**config.mk**
```make
export PLATFORM = sky130hd
export DESIGN_NAME = distance_requester
export DESIGN_NICKNAME = d
export VERILOG_FILES = /design/src/rtl/distance_requester_pkg.sv /design/src/rtl/distance_requester_req_timer.sv /design/src/rtl/distance_requester.sv
export SDC_FILE = /design/constraint.sdc
export NUM_CORES = 1
export LEC_CHECK = 0
export CAP_MARGIN = 20
export CORE_ASPECT_RATIO = 1.1
export CORE_UTILIZATION = 46
export CTS_BUF_LIST = sky130_fd_sc_hd__clkbuf_4 sky130_fd_sc_hd__clkbuf_8
export CTS_CLUSTER_DIAMETER = 100
export DETAILED_ROUTE_END_ITERATION = 6
export HOLD_SLACK_MARGIN = 0.05
export PLACE_DENSITY = 0.9
export SYNTH_ARGS = -nofsm -noshare
export SYNTH_HDL_FRONTEND = slang
export SYNTH_SLANG_ARGS = --single-unit
```
**constraint.sdc**
```tcl
create_clock -name clk -period 2.5 [get_ports clk]
set_input_delay 0.5 -clock clk [delete_from_list [all_inputs] [get_ports clk]]
set_output_delay 0.5 -clock clk [all_outputs]
set_load 0.02 [all_outputs]
```
**src/rtl/distance_requester_pkg.sv**
```systemverilog
`default_nettype none
// ============================================================================
// Module   : distance_requester_pkg
// Purpose  : Shared types and constants for the distance requester.
//            - state_e       : requester FSM states
//            - timer_width() : width of a saturating counter reaching a limit
//            - c_ERR_*       : encoding of the out_err flag
// Revision : 1.0 - initial release
// ============================================================================
package distance_requester_pkg;

  typedef enum logic [2:0] {
    IDLE      = 3'd0,
    START_HI  = 3'd1,
    WAIT_CLR  = 3'd2,
    WAIT_DONE = 3'd3,
    RESULT    = 3'd4
  } state_e;

  // Bits needed to hold every value 0..limit (a limit of 0 still needs 1 bit).
  function automatic int unsigned timer_width(input int unsigned limit);
    return (limit < 1) ? 1 : $clog2(limit + 1);
  endfunction

  localparam logic c_ERR_NONE    = 1'b0;
  localparam logic c_ERR_TIMEOUT = 1'b1;

endpackage : distance_requester_pkg
`default_nettype wire

```
**src/rtl/distance_requester_req_timer.sv**
```systemverilog
`default_nettype none
// ============================================================================
// Module   : req_timer
// Purpose  : Saturating up-counter with synchronous clear and enable.
//            reach_o flags the edge on which the count will land on LIMIT,
//            expired_o flags a count already sitting at LIMIT.
// Ports    : clk       - clock
//            reset     - asynchronous active-high reset (count -> 0)
//            clr_i     - clear count to 0 (wins over en_i)
//            en_i      - count one step this cycle
//            reach_o   - this enabled step brings the count to LIMIT
//            expired_o - count equals LIMIT
// Revision : 1.0 - initial release
// ============================================================================
module req_timer
  import distance_requester_pkg::*;
#(
  parameter int unsigned LIMIT = 1023
) (
  input  logic clk,
  input  logic reset,
  input  logic clr_i,
  input  logic en_i,
  output logic reach_o,
  output logic expired_o
);

  localparam int unsigned W = timer_width(LIMIT);
  localparam logic [W-1:0] c_LIMIT = W'(LIMIT);
  localparam logic [W-1:0] c_LAST  = W'(LIMIT - 1);
  localparam logic [W-1:0] c_ONE   = W'(1);

  logic [W-1:0] count_q;
  logic [W-1:0] count_d;

  // Saturate at LIMIT so a stuck enable can never wrap back to a small count.
  always_comb begin
    count_d = count_q;
    if (clr_i) begin
      count_d = '0;
    end else if (en_i && (count_q != c_LIMIT)) begin
      count_d = count_q + c_ONE;
    end
  end

  always_ff @(posedge clk or posedge reset) begin
    if (reset) begin
      count_q <= '0;
    end else begin
      count_q <= count_d;
    end
  end

  assign reach_o   = en_i && !clr_i && (count_q == c_LAST);
  assign expired_o = (count_q == c_LIMIT);

endmodule : req_timer
`default_nettype wire

```
**src/rtl/distance_requester.sv**
```systemverilog
`default_nettype none
// ============================================================================
// Module   : distance_requester
// Purpose  : Initiator side of the distance engine start/done handshake.
//            Takes one operand from a valid/ready stream, presents it on
//            x_out, pulses s_out for START_LEN cycles, waits for the engine
//            to clear and then raise done_in, and returns the captured
//            distance (or a timeout error) on a valid/ready stream.
// Ports    : clk, reset          - clock, async active-high reset
//            in_valid/in_ready   - operand handshake, in_data operand
//            x_out, s_out        - operand bus and start to the engine
//            done_in, dist_in    - engine completion flag and result
//            out_valid/out_ready - result handshake
//            out_data, out_err   - captured distance, timeout flag
//            busy                - requester not idle
// Revision : 1.0 - initial release
// ============================================================================
module distance_requester
  import distance_requester_pkg::*;
#(
  parameter int unsigned DATA_W    = 16,
  parameter int unsigned RES_W     = 32,
  parameter int unsigned START_LEN = 2,
  parameter int unsigned TIMEOUT   = 1023
) (
  input  logic              clk,
  input  logic              reset,
  input  logic              in_valid,
  output logic              in_ready,
  input  logic [DATA_W-1:0] in_data,
  output logic [DATA_W-1:0] x_out,
  output logic              s_out,
  input  logic              done_in,
  input  logic [RES_W-1:0]  dist_in,
  output logic              out_valid,
  input  logic              out_ready,
  output logic [RES_W-1:0]  out_data,
  output logic              out_err,
  output logic              busy
);

  state_e              state_q;
  logic                s_q;
  logic                valid_q;
  logic                err_q;
  logic [DATA_W-1:0]   x_q;
  logic [RES_W-1:0]    data_q;

  logic w_idle;
  logic w_start_en;
  logic w_wait_en;
  logic w_start_reach;
  logic w_start_exp;
  logic w_wait_reach;
  logic w_wait_exp;
  logic w_start_over;
  logic w_timed_out;

  assign w_idle     = (state_q == IDLE);
  assign w_start_en = (state_q == START_HI);
  assign w_wait_en  = (state_q == WAIT_CLR) || (state_q == WAIT_DONE);

  // Both counters are held clear while idle, so they start from 0 at accept.
  req_timer #(
    .LIMIT (START_LEN)
  ) u_start_cnt (
    .clk       (clk),
    .reset     (reset),
    .clr_i     (w_idle),
    .en_i      (w_start_en),
    .reach_o   (w_start_reach),
    .expired_o (w_start_exp)
  );

  // Counts every cycle spent in WAIT_CLR and WAIT_DONE together.
  req_timer #(
    .LIMIT (TIMEOUT)
  ) u_wait_tmr (
    .clk       (clk),
    .reset     (reset),
    .clr_i     (w_idle),
    .en_i      (w_wait_en),
    .reach_o   (w_wait_reach),
    .expired_o (w_wait_exp)
  );

  // expired_* cannot normally be seen in these states; included so a
  // saturated counter can never strand the FSM.
  assign w_start_over = w_start_reach || w_start_exp;
  assign w_timed_out  = w_wait_reach || w_wait_exp;

  always_ff @(posedge clk or posedge reset) begin
    if (reset) begin
      state_q <= IDLE;
      s_q     <= 1'b0;
      x_q     <= '0;
      valid_q <= 1'b0;
      data_q  <= '0;
      err_q   <= c_ERR_NONE;
    end else begin
      case (state_q)
        IDLE: begin
          // done_in is deliberately ignored here: a stale done is legal.
          if (in_valid) begin
            x_q     <= in_data;
            s_q     <= 1'b1;
            state_q <= START_HI;
          end
        end
        START_HI: begin
          if (w_start_over) begin
            s_q     <= 1'b0;
            state_q <= WAIT_CLR;
          end
        end
        WAIT_CLR: begin
          // A done still high here belongs to the previous run; wait for the
          // engine to drop it before trusting the next rising level.
          if (w_timed_out) begin
            data_q  <= '0;
            err_q   <= c_ERR_TIMEOUT;
            valid_q <= 1'b1;
            state_q <= RESULT;
          end else if (!done_in) begin
            state_q <= WAIT_DONE;
          end
        end
        WAIT_DONE: begin
          // done takes priority over a timeout landing on the same edge.
          if (done_in) begin
            data_q  <= dist_in;
            err_q   <= c_ERR_NONE;
            valid_q <= 1'b1;
            state_q <= RESULT;
          end else if (w_timed_out) begin
            data_q  <= '0;
            err_q   <= c_ERR_TIMEOUT;
            valid_q <= 1'b1;
            state_q <= RESULT;
          end
        end
        RESULT: begin
          if (out_ready) begin
            valid_q <= 1'b0;
            state_q <= IDLE;
          end
        end
        default: begin
          s_q     <= 1'b0;
          valid_q <= 1'b0;
          state_q <= IDLE;
        end
      endcase
    end
  end

  assign in_ready  = w_idle;
  assign busy      = !w_idle;
  assign s_out     = s_q;
  assign x_out     = x_q;
  assign out_valid = valid_q;
  assign out_data  = data_q;
  assign out_err   = err_q;

endmodule : distance_requester
`default_nettype wire

```
* Word level (Yosys, flattened, before mapping)
Index checks and enable logic that the tools add are counted.
** Word-level totals
- Register bits :: 66
- Input port bits :: 53
- Output and inout bits :: 53
- Word-level logic and storage cells :: 72
** Cells by class
- Bitwise logic cells :: 2
- $add $sub $neg :: 2
- Multiplexer cells :: 25
- Equality and inequality tests :: 15
- Reduce and logical (&&, ||, !) cells :: 20
** Operators by type and width (number)
- $mux W32 :: 2
- $pmux W32 S2 :: 1
- $mux W3 :: 7
- $eq A10 B10 Y1 const B :: 2
- $mux W10 :: 2
- $pmux W3 S5 :: 1
- $add A10 B1 Y10 const B :: 1
- $ne A10 B10 Y1 const B :: 1
- $ne A2 B2 Y1 const B :: 4
- $mux W1 :: 7
- $eq A3 B2 Y1 const B :: 2
- $logic_and A1 B1 Y1 :: 6
- $ne A3 B3 Y1 const B :: 2
- $reduce_bool A2 Y1 :: 3
- $reduce_and A5 Y1 :: 1
- $mux W2 :: 2
- $pmux W1 S4 :: 1
- $reduce_and A2 Y1 :: 2
- $eq A3 B1 Y1 const B :: 1
- $eq A3 B3 Y1 const B :: 1
- $logic_not A3 Y1 :: 1
- $logic_or A1 B1 Y1 :: 3
- $pmux W1 S3 :: 1
- $reduce_and A3 Y1 :: 1
- 8 further kinds :: 9

* Longest topological paths before layout
- Depth in word-level cells :: 8
- Gate-level depth with buffers :: 7
- Depth with buffers taken out :: 6

* Hierarchy
From an unflattened synthesis, not the netlist that was laid out.
** Unflattened totals
- Cell total of the unflattened synthesis :: 226
- Area, all modules :: 2901.5 µm²
** Modules (own cells, without submodules)
- distance_requester :: instances 1, seq. area each 1351.3 µm², cells each 147, area each 2120.8 µm²
- req_timer (u_wait_tmr) :: instances 1, seq. area each 250.2 µm², cells each 64, area each 638.1 µm²
- req_timer (u_start_cnt) :: instances 1, seq. area each 50.0 µm², cells each 15, area each 142.6 µm²

* Worst setup path after synthesis
OpenSTA, ideal clock, no wires.
- Kind :: reg2reg
- From :: reg state_q[1]
- To :: reg x_q[0] (netlist: x_out[0])
- Data required time :: 2375 ps
- Arrival :: 1629 ps
- Path slack :: 746 ps
- Setup time :: 125 ps
- Cell stages (with the launch flop) :: 6
- Path buffers :: 2
- Period minus slack after synthesis :: 1754 ps
- Cells stage by stage :: dfrtp_1 > nor3_4 > and2_4 > buf_8 > buf_12 > mux2_4
** On the way
- Longest elaborated chain between the ends :: 2
** RTL lines
- from (decl) :: RTL line distance_requester.sv:42 : state_e state_q;
- from (signal assigned) :: RTL line distance_requester.sv:94 : state_q <= IDLE;
- from (signal assigned) :: RTL line distance_requester.sv:107 : state_q <= START_HI;
- from (signal assigned) :: RTL line distance_requester.sv:113 : state_q <= WAIT_CLR;
- $logic_not A3 Y1
- named net in_ready :: RTL line distance_requester.sv:29 : output logic in_ready,
- $reduce_and A2 Y1 (no source line)
- to (signal assigned) :: RTL line distance_requester.sv:105 : x_q <= in_data;
- to (decl) :: RTL line distance_requester.sv:46 : logic [DATA_W-1:0] x_q;
The timed path passes the listed nets, and every way through them passes these cells.
A chain may end at the register's enable or synchronous reset.

* Worst setup path in the final report
- From :: reg state_q[1]
- To :: out in_ready
** On the way
- Longest elaborated chain between the ends :: 1
** RTL lines
- $logic_not A3 Y1 :: RTL line distance_requester.sv:59 : assign w_idle = (state_q == IDLE);
- to (decl) :: RTL line distance_requester.sv:29
No other way between the ends.

==> run summary <==
Yosys reg bits: 66
Diode count: 0
Post-layout nets: 376
Die X-Extent: 77.14 microns
Commonest cells after routing, fill and taps aside: 105 x clkdlybuf4s50_1, 65 x dfrtp_1, 32 x a22o_1
Worst-skew pair later-pin latency: 0.33 ns
Asr flop ratio synth: 100.0%
Area growth, synth to finish: 46.30%
Final clock skew: 0.007214 ns
Power per cell area: 1298 nW/um^2
Syn nets: 267
Routed vias: 2,144
Starting Density: 48.60%
Worst slack at placement: 0.2492 ns
Critical Path End Type: output pin
Setup TNS Final: 0 ns
WP depth: 3
Hold_ws: 0.4999 ns
Pwr Total: 0.005422 W
Crit path required time: 2.00 ns
Yosys warns: 0
Final WS setup: 0.1539 ns
Slew @ Worst Pin: 0.7954 ns
R2r worst-path depth: 6
Initial antenna violation count: 0
Sequential area share after synthesis: 57.82%
Reg2reg end: out_data[7]
H-tree depth: 3
Maximum vdd drop: 0.0008178 V
Max-slew violations: 0
Hold Buf Count CTS: 0
P_sw: 0.001913 W
Yosys cell types: 49
Status: finished, final reports clean
Final hold viol count: 0
CTS Buf Count: 9
Crit path cell chain: nor3_4, buf_4, clkdlybuf4s50_1
Arrival time worst endpoint: 1.85 ns
Deepest clock path buffer count: 2
FMAX: 426.2 MHz
Worst Setup SP: state_q[1]
Slew margin rel.: 46.91%
# rows: 29
P_int: 0.003509 W
Worst path slowest cell: clkdlybuf4s50_1
DRT antenna net count: 0
MaxCap Viol Count: 0
RR Startpoint: u_wait_tmr.count_q[0]
First-pass GRT wire length: 11.03 mm
Fillers: 403
DR iter-0 viols: 66
Final Util: 71.09%
CTS tree: built
RePlAce Congestion: 0.9226
CP top delay family: buffers and inverters
Total grt overflow: 0
Most common cell after layout, fill and taps aside: clkdlybuf4s50_1
Tot GR Track Use: 21.80%
Sequential Power Share: 34.1%
Hold depth: 1
Mean Syn Cell Area: 13.60 sq um
DPL Wire Length: 4.572 mm
CTS resizes: 0
I/O Buffers: 105
P_leak: 1.859 nW
CP max stage delay: 0.60 ns
Crit path kind: flop to output pin
Final wirelength: 6.679 mm
Die area: 6529 sq um
Routed wire per std cell: 16.66 microns
WP buf/inv: 2
Comb power frac: 45.7%
Clock transition at path regs: 0.07 ns
Final worst path period need: 2.346 ns
RSZ-0062 raised after global routing: false
Critical Path End: in_ready
Ys flop type: dfrtp_1
Largest net degree at the start of global routing: 67
HP Class: flop to flop
DRC violations left: 0
Layout cell share with drive strength beyond 1: 15.74%
Core region area: 5878 sq um
Number of synthesized flops with an enable pin: 0
Setup Fix Bufs, Post-CTS: 0
Final setup viols: 0
IO Count: 106
Crit path max fanout: 13
Vias per cell: 5.347
Tcrit/Tclk final: 93.84%
Sw frac: 35.28%
Vias in the first global route: 2,147
R2r setup slk: 0.25 ns
CTS sink cnt: 66
Critical Path Source Type: flop
Post-Synthesis Cells: 210
Mapped Area: 2856 sq um
Drt first pass iters: 4
Die height: 84.65 microns
Clock share of power: 20.2%
Root Buffer: clkbuf_8
-- synth_stat cells, drive strengths merged (2+ instances only) --
library cell	instances	area share [%]
nand3b	2	0.66
dfrtp	66	58
a22o	32	9.8
a21oi	3	0.53
nand4	2	0.66
mux2	16	7.6
mux2i	3	1.1
and3	2	0.44
inv	8	1.1
nand2	11	1.4
a31oi	4	0.88
or3	3	0.83
and2	4	1.1
nor2	10	1.5
nor2b	2	0.44
nor3	2	0.74
ha	4	1.8
a211oi	2	0.70
nand3	2	0.35
buf	11	4.1
o21ai	4	0.70
-- routing by layer --
layer  vias to the layer above  share of wire, %  track usage [%]  routed length [microns]
li1                        997                 -                -                        -
met1                      1070                46            30.27                     3078
met2                        75                49            34.67                     3266
met3                         2               4.7            5.543                      315
met4                         0              0.28            4.631                       19
met5                         -                 0                0                        0
-- registers in the layout (all words and copies together), names as in the netlist --
signal / count
u_start_cnt.count_q: 2
state_q: 3
out_data: 32
s_out: 1
x_out: 16
out_valid: 1
out_err: 1
u_wait_tmr.count_q: 10
-- cells by family (layout without fill, tap and decap cells) --
group	after synthesis	in the layout	synth area share, %
multiplexers	19	19	8.673
flip-flops	66	66	57.82
XOR/XNOR	1	1	0.3067
adder cells (fa/ha/maj)	4	4	1.752
AO/OA/AOI/OAI	55	55	15.77
buffers and inverters	19	133	5.168
AND/OR/NAND/NOR	46	46	10.51
-- how the worst min path moves through the flow --
stage / from / endpoint / slack, ns
after floorplan: u_start_cnt.count_q[1] / u_start_cnt.count_q[1] / 0.47
after global placement: out_data[19] / out_data[19] / 0.48
after detailed placement: out_data[14] / out_data[14] / 0.48
after CTS: out_data[13] / out_data[13] / 0.51
after global routing: out_data[1] / out_data[1] / 0.52
final: out_data[1] / out_data[1] / 0.50
-- power by group through the flow --
stage               combinational, W  sequential [W]  clock [W]
floorplan                    0.00104         0.00226          0
global placement             0.00242         0.00184          0
detailed placement           0.00248         0.00186          0
CTS                          0.00250         0.00185    0.00112
global route                 0.00263         0.00192    0.00118
finish                       0.00248         0.00185    0.00110
-- cell type report --
cell class	instances	area [sq um]	share of cell area (%)
clock inverters	7	125.1	2.994
clock buffers	9	123.9	2.964
flip-flops and latches	66	1653	39.55
multi-input cells	125	1057	25.30
well taps	77	96.34	2.305
repair buffers	109	1094	26.17
inverters	8	30.03	0.7186
-- metrics by stage --
| stage | area (sq um) | std cells |
|---|---|---|
| floorplan | 2856 | 210 |
| global placement | 3929 | 385 |
| detailed placement | 3929 | 385 |
| CTS | 4178 | 401 |
| global route | 4179 | 401 |
| finish | 4179 | 401 |
No activity file was read; power rests on OpenSTA's default activity.
